### src/rtl/rv32v_types_pkg.sv
// Shared types for the RV32V reorder buffer: per-entry record and default sizing.
package rv32v_types_pkg;

   localparam int ROB_DEPTH  = 16;
   localparam int ROB_DATA_W = 64;

   typedef struct packed {
      logic                  valid;
      logic                  ready;
      logic                  exc;
      logic [4:0]            vd;
      logic                  last;
      logic [ROB_DATA_W-1:0] wdata;
      logic [1:0]            wen;
      logic [4:0]            woffset;
   } rob_entry_t;

endpackage

### src/rtl/rv32v_rob_ptr.sv
// Wrap-bit ROB pointer with full/empty comparison against its peer pointer.
module rv32v_rob_ptr #(
   parameter int IDX_W = 4
) (
   input  logic             CLK,
   input  logic             nRST,
   input  logic             i_clear,
   input  logic             i_load,
   input  logic [IDX_W:0]   i_loadVal,
   input  logic             i_inc,
   input  logic [IDX_W:0]   i_peer,
   output logic [IDX_W:0]   o_ptr,
   output logic             o_full,
   output logic             o_empty
);

   logic [IDX_W:0] r_ptr;

   // Clear beats load beats increment, so a squash or flush always wins over a same-cycle advance.
   always_ff @(posedge CLK or negedge nRST) begin
      if (!nRST) begin
         r_ptr <= '0;
      end else if (i_clear) begin
         r_ptr <= '0;
      end else if (i_load) begin
         r_ptr <= i_loadVal;
      end else if (i_inc) begin
         r_ptr <= r_ptr + 1'b1;
      end
   end

   assign o_ptr   = r_ptr;
   assign o_full  = (r_ptr[IDX_W] != i_peer[IDX_W]) && (r_ptr[IDX_W-1:0] == i_peer[IDX_W-1:0]);
   assign o_empty = (r_ptr == i_peer);

endmodule

### src/rtl/rv32v_reorder_buffer.sv
// In-order retirement buffer between rv32v_memory_stage and the vector register file writeback.
// Define RV32V_ROB_BYPASS_EN to let a clean result for the head entry commit in the same cycle.
module rv32v_reorder_buffer
   import rv32v_types_pkg::*;
#(
   parameter int DEPTH  = ROB_DEPTH,
   parameter int IDX_W  = $clog2(DEPTH),
   parameter int DATA_W = ROB_DATA_W
) (
   input  logic              CLK,
   input  logic              nRST,
   input  logic              flush,
   input  logic              alloc_req,
   input  logic [4:0]        alloc_vd,
   input  logic              alloc_last,
   output logic              alloc_ack,
   output logic [IDX_W-1:0]  alloc_index,
   output logic              full,
   output logic              empty,
   input  logic              result_valid,
   input  logic [IDX_W-1:0]  result_index,
   input  logic [DATA_W-1:0] result_wdata,
   input  logic [1:0]        result_wen,
   input  logic [4:0]        result_woffset,
   input  logic              result_exception,
   output logic              commit_valid,
   input  logic              commit_ready,
   output logic [4:0]        commit_vd,
   output logic [DATA_W-1:0] commit_wdata,
   output logic [1:0]        commit_wen,
   output logic [4:0]        commit_woffset,
   output logic              commit_last,
   output logic              exception_valid,
   output logic [IDX_W-1:0]  exception_index
);

   rob_entry_t       r_entries [DEPTH];
   logic             r_excValid;
   logic [IDX_W-1:0] r_excIndex;

   logic [IDX_W:0]   w_headPtr;
   logic [IDX_W:0]   w_tailPtr;
   logic [IDX_W-1:0] w_headIdx;
   logic [IDX_W-1:0] w_tailIdx;
   logic             w_headFull;
   logic             w_headEmpty;
   logic             w_tailFull;
   logic             w_tailEmpty;
   rob_entry_t       w_head;
   logic             w_headFault;
   logic             w_allocAck;
   logic             w_resultHit;
   logic             w_bypass;
   logic             w_commitValid;
   logic             w_commitFire;
   logic             w_squash;

   assign w_headIdx   = w_headPtr[IDX_W-1:0];
   assign w_tailIdx   = w_tailPtr[IDX_W-1:0];
   assign w_head      = r_entries[w_headIdx];
   assign w_headFault = w_head.valid && w_head.ready && w_head.exc;
   assign w_squash    = w_headFault && !flush;

   assign w_allocAck  = alloc_req && !w_tailFull && !flush && !w_headFault;
   assign w_resultHit = result_valid && r_entries[result_index].valid
                        && !r_entries[result_index].ready;

`ifdef RV32V_ROB_BYPASS_EN
   assign w_bypass = result_valid && (result_index == w_headIdx) && w_head.valid
                     && !w_head.ready && !result_exception;
`else
   assign w_bypass = 1'b0;
`endif

   assign w_commitValid = (w_head.valid && w_head.ready && !w_head.exc) || w_bypass;
   assign w_commitFire  = w_commitValid && commit_ready && !flush;

   rv32v_rob_ptr #(.IDX_W(IDX_W)) u_headPtr (
      .CLK       (CLK),
      .nRST      (nRST),
      .i_clear   (flush),
      .i_load    (1'b0),
      .i_loadVal ('0),
      .i_inc     (w_commitFire),
      .i_peer    (w_tailPtr),
      .o_ptr     (w_headPtr),
      .o_full    (w_headFull),
      .o_empty   (w_headEmpty)
   );

   // A squash rewinds the tail onto the faulting head so nothing younger survives.
   rv32v_rob_ptr #(.IDX_W(IDX_W)) u_tailPtr (
      .CLK       (CLK),
      .nRST      (nRST),
      .i_clear   (flush),
      .i_load    (w_squash),
      .i_loadVal (w_headPtr),
      .i_inc     (w_allocAck),
      .i_peer    (w_headPtr),
      .o_ptr     (w_tailPtr),
      .o_full    (w_tailFull),
      .o_empty   (w_tailEmpty)
   );

   // Both pointer instances compare the same pair, so their flags always agree.
   assign full  = w_tailFull  | w_headFull;
   assign empty = w_tailEmpty & w_headEmpty;

   // Later assignments override earlier ones: commit frees the head, squash and flush clear everything.
   always_ff @(posedge CLK or negedge nRST) begin
      if (!nRST) begin
         for (int i = 0; i < DEPTH; i++) begin
            r_entries[i] <= '0;
         end
      end else if (flush) begin
         for (int i = 0; i < DEPTH; i++) begin
            r_entries[i].valid <= 1'b0;
            r_entries[i].ready <= 1'b0;
            r_entries[i].exc   <= 1'b0;
         end
      end else begin
         if (w_resultHit) begin
            r_entries[result_index].wdata   <= result_wdata;
            r_entries[result_index].wen     <= result_wen;
            r_entries[result_index].woffset <= result_woffset;
            r_entries[result_index].ready   <= 1'b1;
            r_entries[result_index].exc     <= result_exception;
         end
         if (w_allocAck) begin
            r_entries[w_tailIdx].valid <= 1'b1;
            r_entries[w_tailIdx].ready <= 1'b0;
            r_entries[w_tailIdx].exc   <= 1'b0;
            r_entries[w_tailIdx].vd    <= alloc_vd;
            r_entries[w_tailIdx].last  <= alloc_last;
         end
         if (w_commitFire) begin
            r_entries[w_headIdx].valid <= 1'b0;
         end
         if (w_headFault) begin
            for (int i = 0; i < DEPTH; i++) begin
               r_entries[i].valid <= 1'b0;
            end
         end
      end
   end

   always_ff @(posedge CLK or negedge nRST) begin
      if (!nRST) begin
         r_excValid <= 1'b0;
         r_excIndex <= '0;
      end else begin
         r_excValid <= w_squash;
         if (w_squash) begin
            r_excIndex <= w_headIdx;
         end
      end
   end

   // Commit payload is zero whenever the head slot is empty.
   always_comb begin
      commit_vd      = '0;
      commit_last    = 1'b0;
      commit_wdata   = '0;
      commit_wen     = '0;
      commit_woffset = '0;
      if (w_head.valid) begin
         commit_vd   = w_head.vd;
         commit_last = w_head.last;
         if (w_bypass) begin
            commit_wdata   = result_wdata;
            commit_wen     = result_wen;
            commit_woffset = result_woffset;
         end else begin
            commit_wdata   = w_head.wdata;
            commit_wen     = w_head.wen;
            commit_woffset = w_head.woffset;
         end
      end
   end

   assign alloc_ack       = w_allocAck;
   assign alloc_index     = w_tailIdx;
   assign commit_valid    = w_commitValid;
   assign exception_valid = r_excValid;
   assign exception_index = r_excIndex;

endmodule
### config.mk
export PLATFORM = sky130hd
export DESIGN_NAME = rv32v_reorder_buffer
export DESIGN_NICKNAME = d
export VERILOG_FILES = /design/src/rtl/rv32v_types_pkg.sv /design/src/rtl/rv32v_rob_ptr.sv /design/src/rtl/rv32v_reorder_buffer.sv
export SDC_FILE = /design/constraint.sdc
export NUM_CORES = 2
export LEC_CHECK = 0
export BUFFER_PORTS_ARGS = -buffer_cell sky130_fd_sc_hd__buf_4
export CORE_MARGIN = 2
export CORE_UTILIZATION = 54
export DETAILED_ROUTE_END_ITERATION = 7
export PLACE_DENSITY_LB_ADDON = 0.15
export SYNTH_ARGS = -nofsm -noshare
export SYNTH_HDL_FRONTEND = slang
export SYNTH_SLANG_ARGS = --single-unit
### constraint.sdc
create_clock -name CLK -period 3 [get_ports CLK]
set_clock_uncertainty 0.05 [all_clocks]
set_input_delay 0.45 -clock CLK [delete_from_list [all_inputs] [get_ports CLK]]
set_output_delay 0.45 -clock CLK [all_outputs]
set_load 0.05 [all_outputs]
* Yosys cells after proc, flatten, opt, wreduce, memory -nomap -nowiden *
Cells that the tools add are included.

operators by class
  muxes and demuxes = 86
  $add $sub $neg = 2
  $mul = 0
  div/mod/pow operators = 0
  equal/unequal tests = 6
  shift-type cells = 0
  reductions and logical operators = 23
  bitwise operators = 5
  order comparisons = 6

operator list
  operator               number
  $bwmux W1280           11
  $mux W1280             5
  $demux W80 S4          11
  $bmux W80 S4           2
  $mux W80               6
  $mux W79               2
  $mux W78               2
  $mux W77               1
  $mux W72               1
  $mux W71               1
  $mux W64               1
  $mux W3                16
  $mux W5                8
  $mux W1                17
  $logic_and A1 B1 Y1    16
  $ge A5 B5 Y1 const B   3
  $lt A5 B1 Y1 const B   3
  $not A4 Y5             3
  $add A5 B1 Y5 const B  2
  $eq A5 B5 Y1           2
  $eq A4 B4 Y1           2
  $mux W7                1
  $logic_not A1 Y1       5
  $reduce_bool A3 Y1     1
  5 further kinds        6

word-level totals
  input bits = 88
  bits in writable memories = 0
  latch bits = 0
  output and inout bits = 90
  memory bits (read-only) = 0
  logic and storage cells = 260
  memories = 0
  register bits after elaboration = 1295

* Logic depth before layout (Yosys ltp) *
  word-level depth = 23
  depth in mapped cells = 10
  mapped depth without buffers = 7

* By module *
From an unflattened synthesis, not the netlist that was laid out.

unflattened totals
  cells, all modules = 3637
  area total of the unflattened synthesis = 59200.5 um^2

by module, submodules not included
  module                times used  cells an instance  area each (um^2)  seq. area each (um^2)
  rv32v_reorder_buffer  1           3565               58517.4           32155.8
  rv32v_rob_ptr         2           36                 341.6             125.1

* Least setup slack after synthesis *
No wires, ideal clock.

  path kind = register to output
  from = register u_headPtr.r_ptr[1], in the netlist u_headPtr.o_ptr[1]
  to = output alloc_ack
  stages on the path, launching flop included = 11
  required time = 2.500 ns
  path buffers = 4
  arrival = 2.764 ns
  setup slack = -0.264 ns
  cell sequence = dfrtp_1 buf_2 buf_2 mux4_2 nand2_1 nand4_4 nand3_2 buf_4 nand2_1 buf_2 nor2_1

on the way
  word-level cells in the longest chain between the ends = 8
  elaborated cells on any way between the ends = 13
  those cells by class = eq/ne (1); mux (3); bitwise (1); reduce/logical (8)

ends and longest elaborated chain
  item                                          RTL line                    RTL
  start, declared                               rv32v_rob_ptr.sv:17         logic [IDX_W:0] r_ptr;
  start signal, assigned                        rv32v_rob_ptr.sv:26         r_ptr <= i_loadVal;
  start signal, assigned                        rv32v_rob_ptr.sv:28         r_ptr <= r_ptr + 1'b1;
  $not A4 Y5 (not written as such)              rv32v_reorder_buffer.sv:60  assign w_head = r_entries[w_headIdx];
  $bmux W80 S4                                  rv32v_reorder_buffer.sv:60
  $mux W80 (not written as such) (2 in series)  rv32v_reorder_buffer.sv:60
  $logic_and A1 B1 Y1 (2 in series)             rv32v_reorder_buffer.sv:61  assign w_headFault = w_head.valid && w_head.ready && w_head.exc;
  $logic_not A1 Y1                              rv32v_reorder_buffer.sv:64  assign w_allocAck = alloc_req && !w_tailFull && !flush && !w_headFault;
  $logic_and A1 B1 Y1 (*)                       rv32v_reorder_buffer.sv:64
  end, declared                                 rv32v_reorder_buffer.sv:16  output logic alloc_ack,

Mark *: on every way between the ends. The rest lies on a longest branch, timed or not. The select of a mux whose other input is x is not followed.

* Worst setup path after layout *
  from = register u_headPtr.r_ptr[0], in the netlist u_headPtr.o_ptr[0]
  to = output commit_wdata[18]

on the way
  word-level cells in the longest chain between the ends = 5

ends and longest elaborated chain
  item                                          RTL line                     RTL
  $not A4 Y5 (not written as such)              rv32v_reorder_buffer.sv:60
  $bmux W80 S4                                  rv32v_reorder_buffer.sv:60
  $mux W80 (not written as such) (2 in series)  rv32v_reorder_buffer.sv:60
  $mux W64                                      rv32v_reorder_buffer.sv:166  if (w_head.valid) begin
  end, declared                                 rv32v_reorder_buffer.sv:29   output logic [DATA_W-1:0] commit_wdata,

No other way between the ends. The select of a mux whose other input is x is not followed.

==> flow_metrics.py <==
metrics = {
    "run_status": {
        "status": "complete, but fails checks",
        "violations": "setup timing",
    },
    "synth": {
        "async_flop_share_pct": 100,
        "synthTopCellsByArea": "dfrtp_1 55%, mux2_2 23%, mux4_2 15%, buf_2 1.0%, clkbuf_1 0.97%",
        "syn_inst": 3606,
        "yosysWarningCount": 0,
        "seq_area_frac_synth_pct": 54.6,
        "avgSynthCellArea_um2": 16.4,
        "synth_top_family_by_area": "multiplexers",
        "syn-num-nets": 3702,
        "ys_ff_latch": 1295,
        "post-synth-top-count-cell": "dfrtp_1",
        "ys.flop_type": "dfrtp_1",
        "ys_top_cells_by_count": "1295 x dfrtp_1, 1219 x mux2_2, 401 x mux4_2, 153 x clkbuf_1, 123 x buf_2",
        "synth_edf_count": 0,
        "synth_fa_ha_area_share_pct": 0.169,
        "synth.distinct_cells": 59,
        "synth.mux.area_fraction_pct": 39.0,
        "synth-simple-area-share_pct": 2.29,
        "synth_compound_area_share_pct": 1.12,
        "yosys.area.top_type": "dfrtp_1",
        "mappedNetlistArea_um2": 59300,
        "synth_top_cell_area_share_pct": 54.6,
        "synth_xor_area_share_pct": 0.148,
    },
    "setup_path": {
        "critical_path.max_stage_delay_ps": 510,
        "worstPathRequired_ps": 2500,
        "rr_startpoint": "u_headPtr.o_ptr[0]",
        "worstPathMaxFanout": 8,
        "r2r_cells": 16,
        "cp-start-kind": "flip-flop",
        "rrSetupSlack_ps": -610,
        "endpoint": "commit_wdata[18]",
        "arrival_ps": 3190,
        "endpoint_kind": "output pin",
        "worst_path_max_delay_cell": "mux4_2",
        "path_cells": "buf_12 > buf_12 > clkbuf_16 > clkbuf_16 > mux4_2 > mux4_2 > and2_4 > buf_6",
        "path_class": "flip-flop to output pin",
        "startpoint": "u_headPtr.o_ptr[0]",
    },
    "floorplan": {
        "fp.dieH_um": 335,
        "io_pins": 178,
        "start_util_pct": 54.5,
        "dieArea_um2": 112000,
        "die-width_um": 335,
        "coreArea_um2": 109000,
        "rows": 121,
    },
    "sta": {
        "finalHoldViolations": 0,
        "setup_violations": 166,
        "period_needed_ps": 3690,
        "fmax_mhz": 271,
        "whs_ps": 42.7,
        "grt_setup_unrepaired": "yes",
        "setup_tns_ps": -83480,
        "worst_slack_ps": -686,
        "final.period_utilization_pct": 123,
        "slew_viol_final": 0,
        "max-slew-margin-rel_pct": 46.1,
        "worst_pin_slew_ps": 808,
    },
    "clocking": {
        "clkTransAtPathRegs_ps": 60,
        "clockBufferDepth": 3,
        "htree_levels": 4,
        "cts.sinks": 1295,
        "numCtsBuffers": 142,
        "root_buffer": "clkbuf_16",
        "clk_latency_ps": 750,
        "cts_tree": "built",
    },
    "layout": {
        "nets": 4026,
        "final_util_pct": 65.3,
        "finalNonFillerCells": 5456,
        "syn_to_final_growth_pct": 19.8,
        "drive_above_1_share_pct": 59.4,
    },
    "placed_design": {
        "placedCellCount": 5056,
        "gp_congestion": 0.881,
        "dp_hpwl_um": 88400,
        "place.port_buffers": 177,
    },
    "global_routing": {
        "gr-total-overflow": 0,
        "grt_pass1_wl_um": 231000,
        "grt_pass1_vias": 37400,
        "grt_use_total_pct": 27.4,
        "grt_max_degree": 149,
        "antenna_found_initial": 10,
    },
    "drt": {
        "wl_per_cell_um": 28.0,
        "drc": 0,
        "via_per_inst": 6.27,
        "first_pass_iters": 5,
        "num_vias": 34200,
        "ant_nets": 0,
        "wirelength_um": 153000,
        "first_iter_violations": 2682,
    },
    "power_and_ir_drop": {
        "power.density_nw_per_um2": 540,
        "p_sw_w": 0.00872,
        "clockPowerShare_pct": 44.3,
        "seqPwrFrac_pct": 49.1,
        "combPwrFrac_pct": 6.7,
        "power_leakage_nw": 33.2,
        "vdd_drop_max_v": 0.000453,
        "p_int_w": 0.0297,
        "swShare_pct": 22.7,
    },
    "min_path": {
        "hold_class": "input pin to flip-flop",
    },
    "flow_run": {
        "drv_cap": 0,
    },
}
-- metrics by stage --
step / total power [W] / setup slack (ps) / instance area (µm²)
finish: 0.0384 / -686 / 71100
global route: 0.0398 / -747 / 71100
CTS: 0.0386 / -703 / 69800
detailed placement: 0.0215 / -41.1 / 63600
global placement: 0.0213 / 8.47 / 63600
floorplan: 0.0204 / -58.2 / 59400
-- area by class of cell --
type                       instances  area, µm²
tap                             1414       1770
fill                            7393      37800
inverter                          12       47.5
clock buffer                     208       4170
sequential                      1295      32400
multi-input combinational       1975      25900
timing repair buffer             504       6370
clock inverter                    43        385
antenna                            5       12.5
-- power by group through the flow --
stage	logic, W	registers (W)	clock network [W]
2_1_floorplan	0.00148	0.0190	0
3_3_place_gp	0.00227	0.0190	0
3_5_place_dp	0.00239	0.0191	0
4_1_cts	0.00252	0.0188	0.0173
5_1_grt	0.00279	0.0189	0.0181
6_report	0.00256	0.0188	0.0170
-- cell usage in the layout, fill, tap and decap left out, types with 12 or more instances in the layout --
cell / netlist / final
nor3_1: 25 / 25
clkbuf_8: 0 / 30
buf_12: 0 / 105
a311oi_1: 12 / 12
mux4_2: 401 / 401
dlygate4sd3_1: 0 / 74
clkbuf_1: 153 / 33
buf_8: 0 / 26
nor2_1: 51 / 45
buf_16: 0 / 16
buf_6: 1 / 85
mux2_1: 24 / 19
mux2_4: 0 / 46
clkinv_2: 0 / 27
and2_4: 0 / 68
mux2_2: 1219 / 1178
clkbuf_16: 0 / 158
buf_4: 35 / 184
dfrtp_1: 1295 / 1291
-- worst min path at each step --
stage / cells after the start / endpoint / startpoint / slack [ps]
2_1_floorplan: 0 / asynchronous set/reset pin / nRST / 100
3_3_place_gp: 1 / asynchronous set/reset pin / nRST / 320
3_5_place_dp: 1 / asynchronous set/reset pin / nRST / 320
4_1_cts: 2 / flip-flop / result_wdata[23] / 5
5_1_grt: 2 / flip-flop / result_wdata[23] / 30
6_report: 2 / flip-flop / result_wdata[23] / 40
-- cell families after synthesis --
| group | Yosys count |
|---|---|
| AOI/OAI and AO/OA | 71 |
| DFF | 1295 |
| and+or+nand+nor | 232 |
| xor gates and xnor gates | 10 |
| muxes | 1654 |
| buffers and inverters | 336 |
| adders and majority gates | 8 |
-- worst max-delay path, delay by kind of cell (launching register included) --
family / cells / cell delay (ps)
buffers and inverters: 5 / 800
multiplexers: 2 / 990
flip-flops: 1 / 430
AND/OR/NAND/NOR: 1 / 170
-- per-layer routing --
layer | track usage (%) | vias up | wire length [µm]
met3 | 4.47 | 258 | 7660
met4 | 8.35 | 10 | 3940
met1 | 38.8 | 18900 | 66700
met2 | 43.9 | 885 | 74600
met5 | 0 | - | 65
li1 | - | 14200 | -
-- what timing repair did --
item / in CTS / in global routing
gates resized for setup: 145 / 199
gates cloned: 3 / 13
setup buffers: 25 / 36
setup endpoints to repair: 125 / 183
pin swaps: 2 / 22
hold buffers: 74 / 0
endpoints found under the hold margin: 1125 / 0
(Power assumes the default switching activity.)
